## src/rtl/ysyx_22050243_lsu.sv

```systemverilog
// RV64 load/store unit: one request at a time, IDLE -> ACCESS -> RESP handshake
// with byte-lane alignment of store data and sign/zero extension of load data.
module ysyx_22050243_lsu (
  input  logic        clk,
  input  logic        rst,
  input  logic        in_valid,
  output logic        in_ready,
  input  logic [1:0]  in_op,
  input  logic [2:0]  in_funct3,
  input  logic [63:0] in_addr,
  input  logic [63:0] in_wdata,
  input  logic [4:0]  in_rd,
  output logic        out_valid,
  input  logic        out_ready,
  output logic [63:0] out_result,
  output logic [4:0]  out_rd,
  output logic        out_wen,
  output logic        out_misalign,
  output logic        data_r_en,
  output logic        data_w_en,
  output logic [7:0]  data_wmask,
  output logic [63:0] data_addr,
  output logic [63:0] data_w,
  input  logic [63:0] data_r
);

  typedef enum logic [1:0] {
    IDLE,
    ACCESS,
    RESP
  } state_t;

  typedef enum logic [1:0] {
    OP_NONE  = 2'b00,
    OP_LOAD  = 2'b01,
    OP_STORE = 2'b10,
    OP_NONE2 = 2'b11
  } op_t;

  state_t      state_q, state_d;
  logic [1:0]  op_q, op_d;
  logic [2:0]  funct3_q, funct3_d;
  logic [63:0] addr_q, addr_d;
  logic [63:0] wdata_q, wdata_d;
  logic [4:0]  rd_q, rd_d;
  logic [63:0] result_q, result_d;
  logic        wen_q, wen_d;
  logic        misalign_q, misalign_d;

  logic        in_is_mem;
  logic        in_mis;
  logic [2:0]  off;
  logic [5:0]  shamt;
  logic [7:0]  size_mask;
  logic [63:0] rdata_sh;
  logic [63:0] load_val;

  // Alignment is judged on the incoming request so a misaligned access never reaches ACCESS.
  always_comb begin
    in_is_mem = (in_op == OP_LOAD) || (in_op == OP_STORE);
    case (in_funct3[1:0])
      2'b00:   in_mis = 1'b0;
      2'b01:   in_mis = in_addr[0];
      2'b10:   in_mis = |in_addr[1:0];
      default: in_mis = |in_addr[2:0];
    endcase
  end

  always_comb begin
    off      = addr_q[2:0];
    shamt    = {off, 3'b000};
    rdata_sh = data_r >> shamt;
    case (funct3_q[1:0])
      2'b00:   size_mask = 8'h01;
      2'b01:   size_mask = 8'h03;
      2'b10:   size_mask = 8'h0F;
      default: size_mask = 8'hFF;
    endcase
    case (funct3_q)
      3'b000:  load_val = {{56{rdata_sh[7]}},  rdata_sh[7:0]};
      3'b001:  load_val = {{48{rdata_sh[15]}}, rdata_sh[15:0]};
      3'b010:  load_val = {{32{rdata_sh[31]}}, rdata_sh[31:0]};
      3'b100:  load_val = {56'd0, rdata_sh[7:0]};
      3'b101:  load_val = {48'd0, rdata_sh[15:0]};
      3'b110:  load_val = {32'd0, rdata_sh[31:0]};
      default: load_val = rdata_sh;
    endcase
  end

  always_comb begin
    state_d    = state_q;
    op_d       = op_q;
    funct3_d   = funct3_q;
    addr_d     = addr_q;
    wdata_d    = wdata_q;
    rd_d       = rd_q;
    result_d   = result_q;
    wen_d      = wen_q;
    misalign_d = misalign_q;
    in_ready   = (state_q == IDLE) && !rst;
    out_valid  = 1'b0;
    data_r_en  = 1'b0;
    data_w_en  = 1'b0;
    data_wmask = '0;

    case (state_q)
      IDLE: begin
        if (in_valid && in_ready) begin
          op_d     = in_op;
          funct3_d = in_funct3;
          addr_d   = in_addr;
          wdata_d  = in_wdata;
          rd_d     = in_rd;
          if (in_is_mem && !in_mis) begin
            state_d    = ACCESS;
            result_d   = '0;
            wen_d      = (in_op == OP_LOAD);
            misalign_d = 1'b0;
          end else begin
            state_d    = RESP;
            result_d   = in_is_mem ? '0 : in_addr;
            wen_d      = !in_is_mem;
            misalign_d = in_is_mem;
          end
        end
      end
      ACCESS: begin
        // Strobes are masked by rst so an aborted access never touches memory.
        data_r_en  = (op_q == OP_LOAD) && !rst;
        data_w_en  = (op_q == OP_STORE) && !rst;
        data_wmask = data_w_en ? (size_mask << off) : '0;
        if (op_q == OP_LOAD) begin
          result_d = load_val;
        end
        state_d = RESP;
      end
      RESP: begin
        out_valid = 1'b1;
        if (out_ready) begin
          state_d = IDLE;
        end
      end
      default: state_d = IDLE;
    endcase
  end

  always_ff @(posedge clk) begin
    if (rst) begin
      state_q    <= IDLE;
      op_q       <= '0;
      funct3_q   <= '0;
      addr_q     <= '0;
      wdata_q    <= '0;
      rd_q       <= '0;
      result_q   <= '0;
      wen_q      <= 1'b0;
      misalign_q <= 1'b0;
    end else begin
      state_q    <= state_d;
      op_q       <= op_d;
      funct3_q   <= funct3_d;
      addr_q     <= addr_d;
      wdata_q    <= wdata_d;
      rd_q       <= rd_d;
      result_q   <= result_d;
      wen_q      <= wen_d;
      misalign_q <= misalign_d;
    end
  end

  assign data_addr    = {addr_q[63:3], 3'b000};
  assign data_w       = wdata_q << shamt;
  assign out_result   = result_q;
  assign out_rd       = rd_q;
  assign out_wen      = wen_q;
  assign out_misalign = misalign_q;

endmodule

```

## config.mk

```make
export PLATFORM = sky130hd
export DESIGN_NAME = ysyx_22050243_lsu
export DESIGN_NICKNAME = d
export VERILOG_FILES = /design/src/rtl/ysyx_22050243_lsu.sv
export SDC_FILE = /design/constraint.sdc
export NUM_CORES = 1
export LEC_CHECK = 0
export CORE_ASPECT_RATIO = 1.25
export CORE_UTILIZATION = 43
export DETAILED_ROUTE_END_ITERATION = 16
export PLACE_DENSITY = 0.79
export SYNTH_ARGS = -nofsm -noshare
export SYNTH_HDL_FRONTEND = slang
export SYNTH_SLANG_ARGS = --single-unit
```

## constraint.sdc

```tcl
create_clock -name clk -period 1.9 [get_ports clk]
set_input_delay 0.285 -clock clk [delete_from_list [all_inputs] [get_ports clk]]
set_output_delay 0.285 -clock clk [all_outputs]
set_load 0.05 [all_outputs]
```

==> impl_metrics.ini <==
[status]
status = finished, violations left
violations = negative setup slack

[routing]
via_per_inst = 6.12
totalWireLength_um = 66500
first_iter_violations = 1376
drc = 0
dr.pass1.iters = 6
wire_per_inst_um = 26.1
postRouteAntennaNets = 0
num_vias = 15600

[clock_tree]
cts.clk_slew.worst_paths_ns = 0.07
tritoncts = yes
clock-root-buffer = clkbuf_16
cts_buffers = 23
htreeDepth = 1
postCtsHoldBufs = 0
cts_sinks = 206
clk-insertion-delay-late_ns = 0.56
clockBufferDepth = 3

[synth]
synth-edff-count = 0
synth.avg_cell_area_um2 = 7.81
synthCells = 1623
synth.area.top_cells = dfxtp_1 33%, nand2_1 11%, mux2i_1 9.8%, a21oi_1 7.4%, a211oi_1 4.1%
synth_seq_area_share_pct = 32.5
ys_warn_count = 0
synth_cell_types = 45
yosysMostFrequentCell = nand2_1
synthTopCellsByCount = 383 x nand2_1, 206 x dfxtp_1, 188 x a21oi_1
synthesis.area_um2 = 12700
ys_ff_latch = 206
synthArstFlopShare_pct = 0
synth-main-ff-cell = dfxtp_1
synth_top_area_share_pct = 32.5
synth_top_cell_by_area = dfxtp_1

[final_layout]
stdcell_count = 2546
final_nets = 2341
fill_cells = 1707
syn2layout_area_growth_pct = 81.3
drive_above_1_share_pct = 36.0

[placed_design]
gp_congestion = 0.976
place_hpwl_um = 40900
port_buffers = 413
place_ws_ns = -0.972
place_inst = 2418

[sta]
relSlewSlack_pct = 37.1
period_share_pct = 134
rsz0062_at_grt = yes
worstMarginPinSlew_ns = 0.943
hold_slack_ns = 0.139
fin_skew_ns = 0.0554
hold_viol = 0
max_freq_ghz = 0.394
final-setup-viol-count = 137
final-max-slew-violation-count = 0
timing.final.ws_setup_ns = -0.638
min_period_ns = 2.54

[worst_hold_path]
hp-start = rst
hold_class = in2reg

[critical_path]
r2r_start = addr_q[1]
rrSetupSlack_ns = -0.58
cp-end-kind = output pin
arrival_ns = 2.25
worstPathRequired_ns = 1.62
critPathLaunch = addr_q[1]
crit_end = data_w[63]
reg2reg_depth = 10
cp_max_fo = 8
r2r-end = out_result[37]
critPathKind = reg2out
critPathLaunchType = flop

[grt]
antenna_found_initial = 3
overflow = 0
grt_pass1_wl_um = 91500
grt_pass1_vias = 15500
track_usage_pct = 39.6
grt_max_degree = 161

[floorplan]
start_util_pct = 44.2
die-area_um2 = 30200
core_area_um2 = 28700
rows = 69
die_h_um = 194
die_w_um = 156
io-pin-count = 417

[power_and_ir_drop]
ir_drop_v = 0.000779
p_leak_uw = 0.00858
power_density_nw_per_um2 = 668
power_uw = 15300

[job]
drv_cap = 0
critical path: stages (launching register included):
cell and delay, ns:
dfxtp_4 0.36, buf_12 0.17, buf_16 0.16, buf_6 0.13, mux2i_1 0.11, mux2i_1 0.31
nand2_1 0.16, o21ai_4 0.11, buf_6 0.18
kinds of logic after synthesis:
group	count (synthesis)	share of synthesized area, %
simple gates	582	19.2
flops	206	32.5
compound gates	433	22.9
fa+ha+maj	1	0.0987
other cells	1	0.0296
mux	179	16.1
buf+inv	221	9.08
placed cells by master, fill, tap and decap left out, types with 9 or more instances in the layout:
cell / count
dlygate4sd2_1: 104
nor2_4: 19
a21oi_2: 15
nand2_1: 366
mux2i_2: 15
nor3_4: 9
a21oi_4: 10
a2111oi_4: 37
mux2_4: 16
mux2_2: 22
dfxtp_1: 200
clkdlybuf4s50_1: 204
buf_16: 16
nand2_2: 12
buf_4: 209
mux2i_1: 77
a22oi_1: 25
nor3_1: 10
a211oi_4: 10
clkbuf_16: 27
o21ai_0: 26
a21oi_1: 164
nor2_1: 75
a211oi_1: 51
nor2b_4: 9
mux2i_4: 32
o22ai_4: 16
buf_8: 22
nor2_2: 18
mux4_2: 16
o21ai_2: 10
o21ai_4: 18
nor2b_1: 13
buf_12: 74
buf_6: 61
flip-flops by register name (all words and copies together) (netlist names):
| signal | flops |
|---|---|
| funct3_q | 3 |
| out_rd | 5 |
| out_misalign | 1 |
| out_result | 64 |
| state_q | 2 |
| addr_q | 64 |
| wdata_q | 64 |
| out_wen | 1 |
| op_q | 2 |
stage by stage:
stage / area [µm²] / utilization [%] / setup TNS, ns
2_1_floorplan: 13900 / - / -8.43
3_3_place_gp: 19300 / 67.2 / -50.19
3_5_place_dp: 19300 / 67.2 / -58.95
4_1_cts: 22000 / 76.7 / -52.85
5_1_grt: 23000 / 80.1 / -66.95
6_report: 23000 / 80.1 / -60.55
routing by layer:
layer / part of all wire (%) / GRT usage, %
met5: 0 / 0
met4: 10 / 34.1
met3: 9.8 / 8.27
met2: 47 / 67.3
met1: 33 / 41.4
how the worst min path moves through the flow:
stage                           endpoint  slack, ns  depth (start not counted)
final                     out_result[31]       0.14                          3
after global routing      out_result[31]       0.15                          3
after CTS                 out_result[31]       0.10                          3
after detailed placement      addr_q[22]       0.45                          2
after global placement        addr_q[22]       0.44                          2
after floorplan              wdata_q[48]       0.42                          2
where the power goes:
group	switching, µW	leakage (µW)	internal (µW)
clock	2010	0.000392	2790
combinational	3260	0.00650	2440
sequential	265	0.00169	4570
layout make-up:
class / count / area (µm²) / area share (%)
Sequential cell: 206 / 4140 / 18.0
Multi-Input combinational cell: 1199 / 9820 / 42.7
Inverter: 5 / 21.3 / 0.0926
Timing Repair Buffer: 699 / 7700 / 33.5
Clock buffer: 33 / 683 / 2.97
Clock inverter: 9 / 111 / 0.485
Antenna cell: 5 / 12.5 / 0.0545
Tap cell: 390 / 488 / 2.12
what timing repair did:
action | 4_1_cts | 5_1_grt
buffers inserted | 46 | 28
setup endpoints to repair | 243 | 157
gates resized for setup | 382 | 155
cloned | 17 | 1
pin swaps | 56 | 56
No activity file was read; power rests on OpenSTA's default activity.
==> edit 1 (same settings) <==
Make the reset (`rst`) asynchronous in one clocked block.
--- a/src/rtl/ysyx_22050243_lsu.sv
+++ b/src/rtl/ysyx_22050243_lsu.sv
@@ -146,3 +146,3 @@
 
-  always_ff @(posedge clk) begin
+  always_ff @(posedge clk or posedge rst) begin
     if (rst) begin
Check against the original RTL: differs if rst is asserted again (counterexample within 4 cycles, from zero or initial values and one cycle with rst high); with rst held inactive, the same outputs for 4 cycles.
==> edit 1 against the original RTL <==
- the flow still finishes with violations (negative setup slack)
- via count is 6.8% lower
- count of clock-buffer cells in the layout is 1 lower
- synthesized cell count is 4.0% lower
- area after synthesis is 1.3% higher
- critical path depth is 1 lower
- design area is 1.8% lower
- sequential cell count stayed put
- worst setup slack worse by 0.14 ns
- routed wire length is 8.3% lower
- first-iteration DRC count is 14% lower
- critical path type unchanged
Power is not compared: it rests on default switching activity, and its combinational part moved more than twofold at a synthesized area within 25%.
==> edit 1: results (changes against the original RTL) <==
| Metric | Value |
|---|---|
| Ys Warns | `0 (unchanged)` |
| Post-DP HPWL | `42600 um (+4.4%)` |
| Critical Path Start | `addr_q[1]$_DFFE_PP0P_` |
| Total track usage | `38.5% (-1.1 points)` |
| GP Congestion | `0.988 (+1.2%)` |
| H-tree depth | `1 (unchanged)` |
| Initial antenna violation count | `6 (+3)` |
| Top_reg_cell synth | `dfrtp_1` |
| DR iter-0 viols | `1187 (-14%)` |
| Clock Path Buffers | `3 (unchanged)` |
| Clock Latency Late Sink | `0.54 ns (-0.02 ns)` |
| Status | `finished, violations left` |
| Nets | `2272 (-2.9%)` |
| Ys async rst share | `100% (+100 points)` |
| Crit path max-delay family | `buffers and inverters` |
| Port Buf Inserts | `413 (unchanged)` |
| Top cells by area, synth | `dfrtp_1, nand2_1, mux2i_1` |
| Share of cells above drive strength 1 | `33.4% (-2.6 points)` |
| Register area share after synthesis | `40.1% (+7.6 points)` |
| R2R Path End | `out_result[38]$_DFFE_PP0P_` |
| Clock root buffer | `clkbuf_16` |
| HP Class | `in -> reg` |
| Worst-case reg-to-reg path depth | `9 (-1)` |
| Maximum vdd ir drop | `around 1300 uV` |
| Violated checks | `negative setup slack` |
| CP max stage delay | `0.49 ns (+0.13 ns)` |
| Worst-path clk slew | `0.07 ns (about the same)` |
| Post-route setup slack | `-0.775 ns (-0.137 ns)` |
| P_leak | `roughly 0.01 uW` |
| GRT Residual Overflow | `0 (unchanged)` |
| Setup Skew | `0.0141 ns (-0.0413 ns)` |
| Yosys cell types | `52 (+16%)` |
| Total iterations of the first detailed-routing run | `5 (-1)` |
| Slew margin rel. | `47.3% (+10 points)` |
| WL final | `61000 um (-8.3%)` |
| Num CTS Buffers | `23 (unchanged)` |
| Slowest stage cell, crit path | `dfrtp_4` |
| CP Capture Point | `data_w[62]` |
| Crit path max fanout | `7 (-1)` |
| Commonest cells post-synth | `nand2_1, dfrtp_1, mux2i_1` |
| Via count | `14500 (-6.8%)` |
| # fillers | `1947 (+14%)` |
| Arrival time worst endpoint | `2.39 ns (+0.14 ns)` |
| Largest net degree at the start of global routing | `123 (-24%)` |
| Setup violators final | `138 (+0.73%)` |
| Reg2Reg Setup Slack | `-0.66 ns (-0.08 ns)` |
| First-pass GRT wire length | `88100 um (-3.7%)` |
| Setup tns final | `-74.12 ns (-13.57 ns)` |
==> edit 1: per-layer routing <==
layer	track usage, %	share of wire (%)	up-vias
li1	-	-	6331
met1	43.6	35	7041
met2	65.1	49	910
met3	7.97	8.6	246
met4	26.1	7.6	4
met5	0	0.044	-
==> edit 1: logic make-up after synthesis <==
logic type / count (synthesis) / synth area share [%]
compound gates: 296 / 15.5
fa+ha+maj: 1 / 0.0974
simple gates: 685 / 21.7
other cells: 1 / 0.0292
mux: 172 / 14.6
buf+inv: 197 / 8.02
flops: 206 / 40.1
==> edit 1: worst min-delay path by stage <==
stage / to / startpoint / slack, ns / cells past startpoint
6_report: wdata_q[20]$_DFFE_PP0P_ / in_wdata[20] / 0.28 / 3
5_1_grt: wdata_q[19]$_DFFE_PP0P_ / in_wdata[19] / 0.29 / 3
4_1_cts: wdata_q[16]$_DFFE_PP0P_ / in_wdata[16] / 0.27 / 3
3_5_place_dp: addr_q[4]$_DFFE_PP0P_ / addr_q[4]$_DFFE_PP0P_ / 0.46 / 2
3_3_place_gp: addr_q[55]$_DFFE_PP0P_ / addr_q[55]$_DFFE_PP0P_ / 0.46 / 2
2_1_floorplan: addr_q[0]$_DFFE_PP0P_ / in_addr[0] / 0.39 / 2
==> edit 1: power by group <==
group	switching (uW)	leakage [uW]	total, uW	internal [uW]
clock	1950	0.000377	4640	2690
combinational	11400	0.00718	19300	7910
sequential	1140	0.00255	6640	5500
total	14500	0.0101	30600	16100
==> edit 1: stage by stage <==
stage | hold WS, ns | instance area [um^2] | setup slack [ns] | std cells
finish | 0.275 | 22600 | -0.775 | 2481
global route | 0.291 | 22600 | -0.780 | 2480
CTS | 0.266 | 22000 | -0.707 | 2466
detailed placement | 0.461 | 20100 | -0.778 | 2381
global placement | 0.457 | 20100 | -0.804 | 2381
floorplan | 0.390 | 14500 | -3.17 | 1560
==> edit 1: final cells by class <==
cell class / count / share of cell area [%]
antenna: 4 / 0.0444
clock buffer: 32 / 2.92
clock inverter: 9 / 0.466
inverter: 6 / 0.155
multi-input combinational: 1158 / 38.3
sequential: 206 / 22.9
tap: 396 / 2.20
timing repair buffer: 670 / 33.0
==> edit 1: what timing repair did <==
item                       4_1_cts  5_1_grt
gates cloned                    14        3
pin swaps                       54       50
setup endpoints to repair      250      140
buffers inserted                31       14
gates resized for setup        269      101
hold buffers                     0        0
==> edit 1: worst reg2reg max path, delay by kind of cell (launching register included) <==
family | cells | cell delay (ns)
muxes | 2 | 0.84
buffers and inverters | 4 | 0.63
DFF | 1 | 0.49
and+or+nand+nor | 1 | 0.21
AOI/OAI and AO/OA | 2 | 0.26
==> edit 2 (same flow settings) <==
Made on the original files. Re-encode `state_t` (3 states) as one-hot, 3 bits wide.
--- a/src/rtl/ysyx_22050243_lsu.sv
+++ b/src/rtl/ysyx_22050243_lsu.sv
@@ -26,6 +26,6 @@
 
-  typedef enum logic [1:0] {
-    IDLE,
-    ACCESS,
-    RESP
+  typedef enum logic [2:0] {
+    IDLE   = 3'b001,
+    ACCESS = 3'b010,
+    RESP   = 3'b100
   } state_t;
Function: same outputs for any inputs over 4 cycles, from zero or initial values and one cycle with rst high; so few cycles prove little.
==> edit 2 against the original RTL <==
- sequential power increased by 5.8%
- core utilization increased by 3.6 points
- global-route usage increased by 5.0 points
- critical endpoint is now data_wmask[3]
- the run still ends with negative setup slack left
- worst setup slack got worse by 0.063 ns
- area after synthesis increased by 1.1%
- sequential cell count increased by 1
- power increased by 21%
- synthesized cell count increased by 2.8%
- routed wire length increased by 18%
- die area increased by 1.1%
- design area increased by 6.7%
- combinational power increased by 47%
- critical path depth decreased by 3
- critical path type unchanged
==> edit 2: results (changes against the original RTL) <==
| Metric | Value |
|---|---|
| Post-route setup slack | `-0.700 ns (-0.0626 ns)` |
| Seq power | `5110 uW (+5.8%)` |
| Arrival time worst endpoint | `2.32 ns (+0.07 ns)` |
| Met1 WL | `24100 um (+11%)` |
| First-pass GRT wire length | `102000 um (+12%)` |
| Slew margin rel. | `38.4% (+1.3 points)` |
| Register area share after synthesis | `32.4% (-0.19 points)` |
| CP max stage delay | `0.44 ns (+0.08 ns)` |
| Largest net degree at the start of global routing | `79 (-51%)` |
| Yosys top cell area share | `32.4% (-0.19 points)` |
| Compound-cell area share of the yosys netlist | `17.2% (-5.7 points)` |
| Multiplexer share of the synthesized area | `15.0% (-1.1 points)` |
| Placed inst area | `19900 um^2 (+3.1%)` |
| Setup Slack @ Placement | `-0.489 ns (+0.483 ns)` |
| Via count | `17200 (+11%)` |
| Nets | `2466 (+5.3%)` |
| Clock share of power | `27.5% (-3.8 points)` |
| WL final | `78400 um (+18%)` |
| Clock Latency Late Sink | `0.59 ns (+0.03 ns)` |
| Syn Inst Count | `1668 (+2.8%)` |
| Share of cells above drive strength 1 | `40.1% (+4.1 points)` |
| Yosys cell types | `59 (+31%)` |
| Initial antenna violation count | `6 (+3)` |
| Crit path max-delay family | `simple AND/OR/NAND/NOR gates` |
| Adder-cell share of the synthesized area | `0.0977% (-0.0011 points)` |
| Net Sw Power | `7220 uW (+30%)` |
| Wire length on met3 | `8790 um (+35%)` |
| Placed Cells | `2477 (+2.4%)` |
| DR iter-0 viols | `2056 (+49%)` |
| # fillers | `1546 (-9.4%)` |
| Final Power | `18600 uW (+21%)` |
| Met2 wire len | `35900 um (+14%)` |
| Maximum vdd ir drop | `649 uV (-17%)` |
| Total track usage | `44.6% (+5.0 points)` |
| GP Congestion | `0.981 (+0.55%)` |
| Top Metal Used | `met5` |
| Setup Skew | `0.0514 ns (-0.00406 ns)` |
| Top cells by area, synth | `dfxtp_1, nand2_1, mux2i_1` |
| Total iterations of the first detailed-routing run | `8 (+2)` |
| Post-DP HPWL | `42000 um (+2.7%)` |
| Clock root buffer | `clkbuf_16` |
| Status | `finished, violations left` |
| Commonest cells post-synth | `nand2_1, dfxtp_1, a21oi_1` |
| P per Cell Area | `759 nW/um^2 (+14%)` |
| Final Non-Filler Cells | `2676 (+5.1%)` |
| Setup violators final | `144 (+5.1%)` |
| P_leak | `0.0102 uW (+18%)` |
| Violated checks | `negative setup slack` |
| Slowest stage cell, crit path | `or3_4` |
[edit 2: cell count changes after synthesis, sizes merged, moves of 39 or more]
cell	before	now
nand2	383	325
nand3	2	100
a211oi	69	16
nand3b	8	74
a2111oi	41	2
a21oi	189	142
[edit 2: layout make-up]
class	instances	share of cell area (%)
multi-input combinational	1236	41.1
timing repair buffer	774	36.2
sequential	207	17.0
clock buffer	29	2.61
tap	396	2.02
clock inverter	12	0.761
inverter	17	0.306
antenna	5	0.0510
[edit 2: what timing repair did]
| item | CTS | global route |
|---|---|---|
| gates cloned | 32 | 4 |
| buffers inserted | 93 | 52 |
| gates resized for setup | 441 | 192 |
| pin swaps | 90 | 84 |
| setup endpoints to repair | 205 | 283 |
[edit 2: per-stage QoR]
step	hold slack, ns	setup TNS, ns
floorplan	0.384	-5.87
global placement	0.442	-19.10
detailed placement	0.447	-27.26
CTS	0.111	-79.93
global route	0.180	-63.96
finish	0.186	-60.76
[edit 2: cells by family after synthesis]
kind of cell,count (synthesis)
AO/OA/AOI/OAI,352
flip-flops,207
other,1
adder cells (fa/ha/maj),1
buffers and inverters,229
AND/OR/NAND/NOR,703
multiplexers,175
[edit 2: path summary, 6_finish.rpt]
path | start | to | slack (ns) | depth (start not counted)
max | state_q[1]$_SDFFE_PP0P_ | data_wmask[3] | -0.70 | 5
min | rst | op_q[1]$_SDFFE_PP0P_ | 0.19 | 3
max reg2reg | addr_q[1]$_SDFFE_PP0P_ | out_result[43]$_SDFFE_PP0P_ | -0.52 | 11
min reg2reg | addr_q[9]$_SDFFE_PP0P_ | addr_q[9]$_SDFFE_PP0P_ | 0.46 | 2
[edit 2: metal layers]
metal	GRT usage [%]	vias to the layer above
li1	-	6987
met1	45.1	8004
met2	74.7	1574
met3	11.7	681
met4	41.0	2
met5	0	-
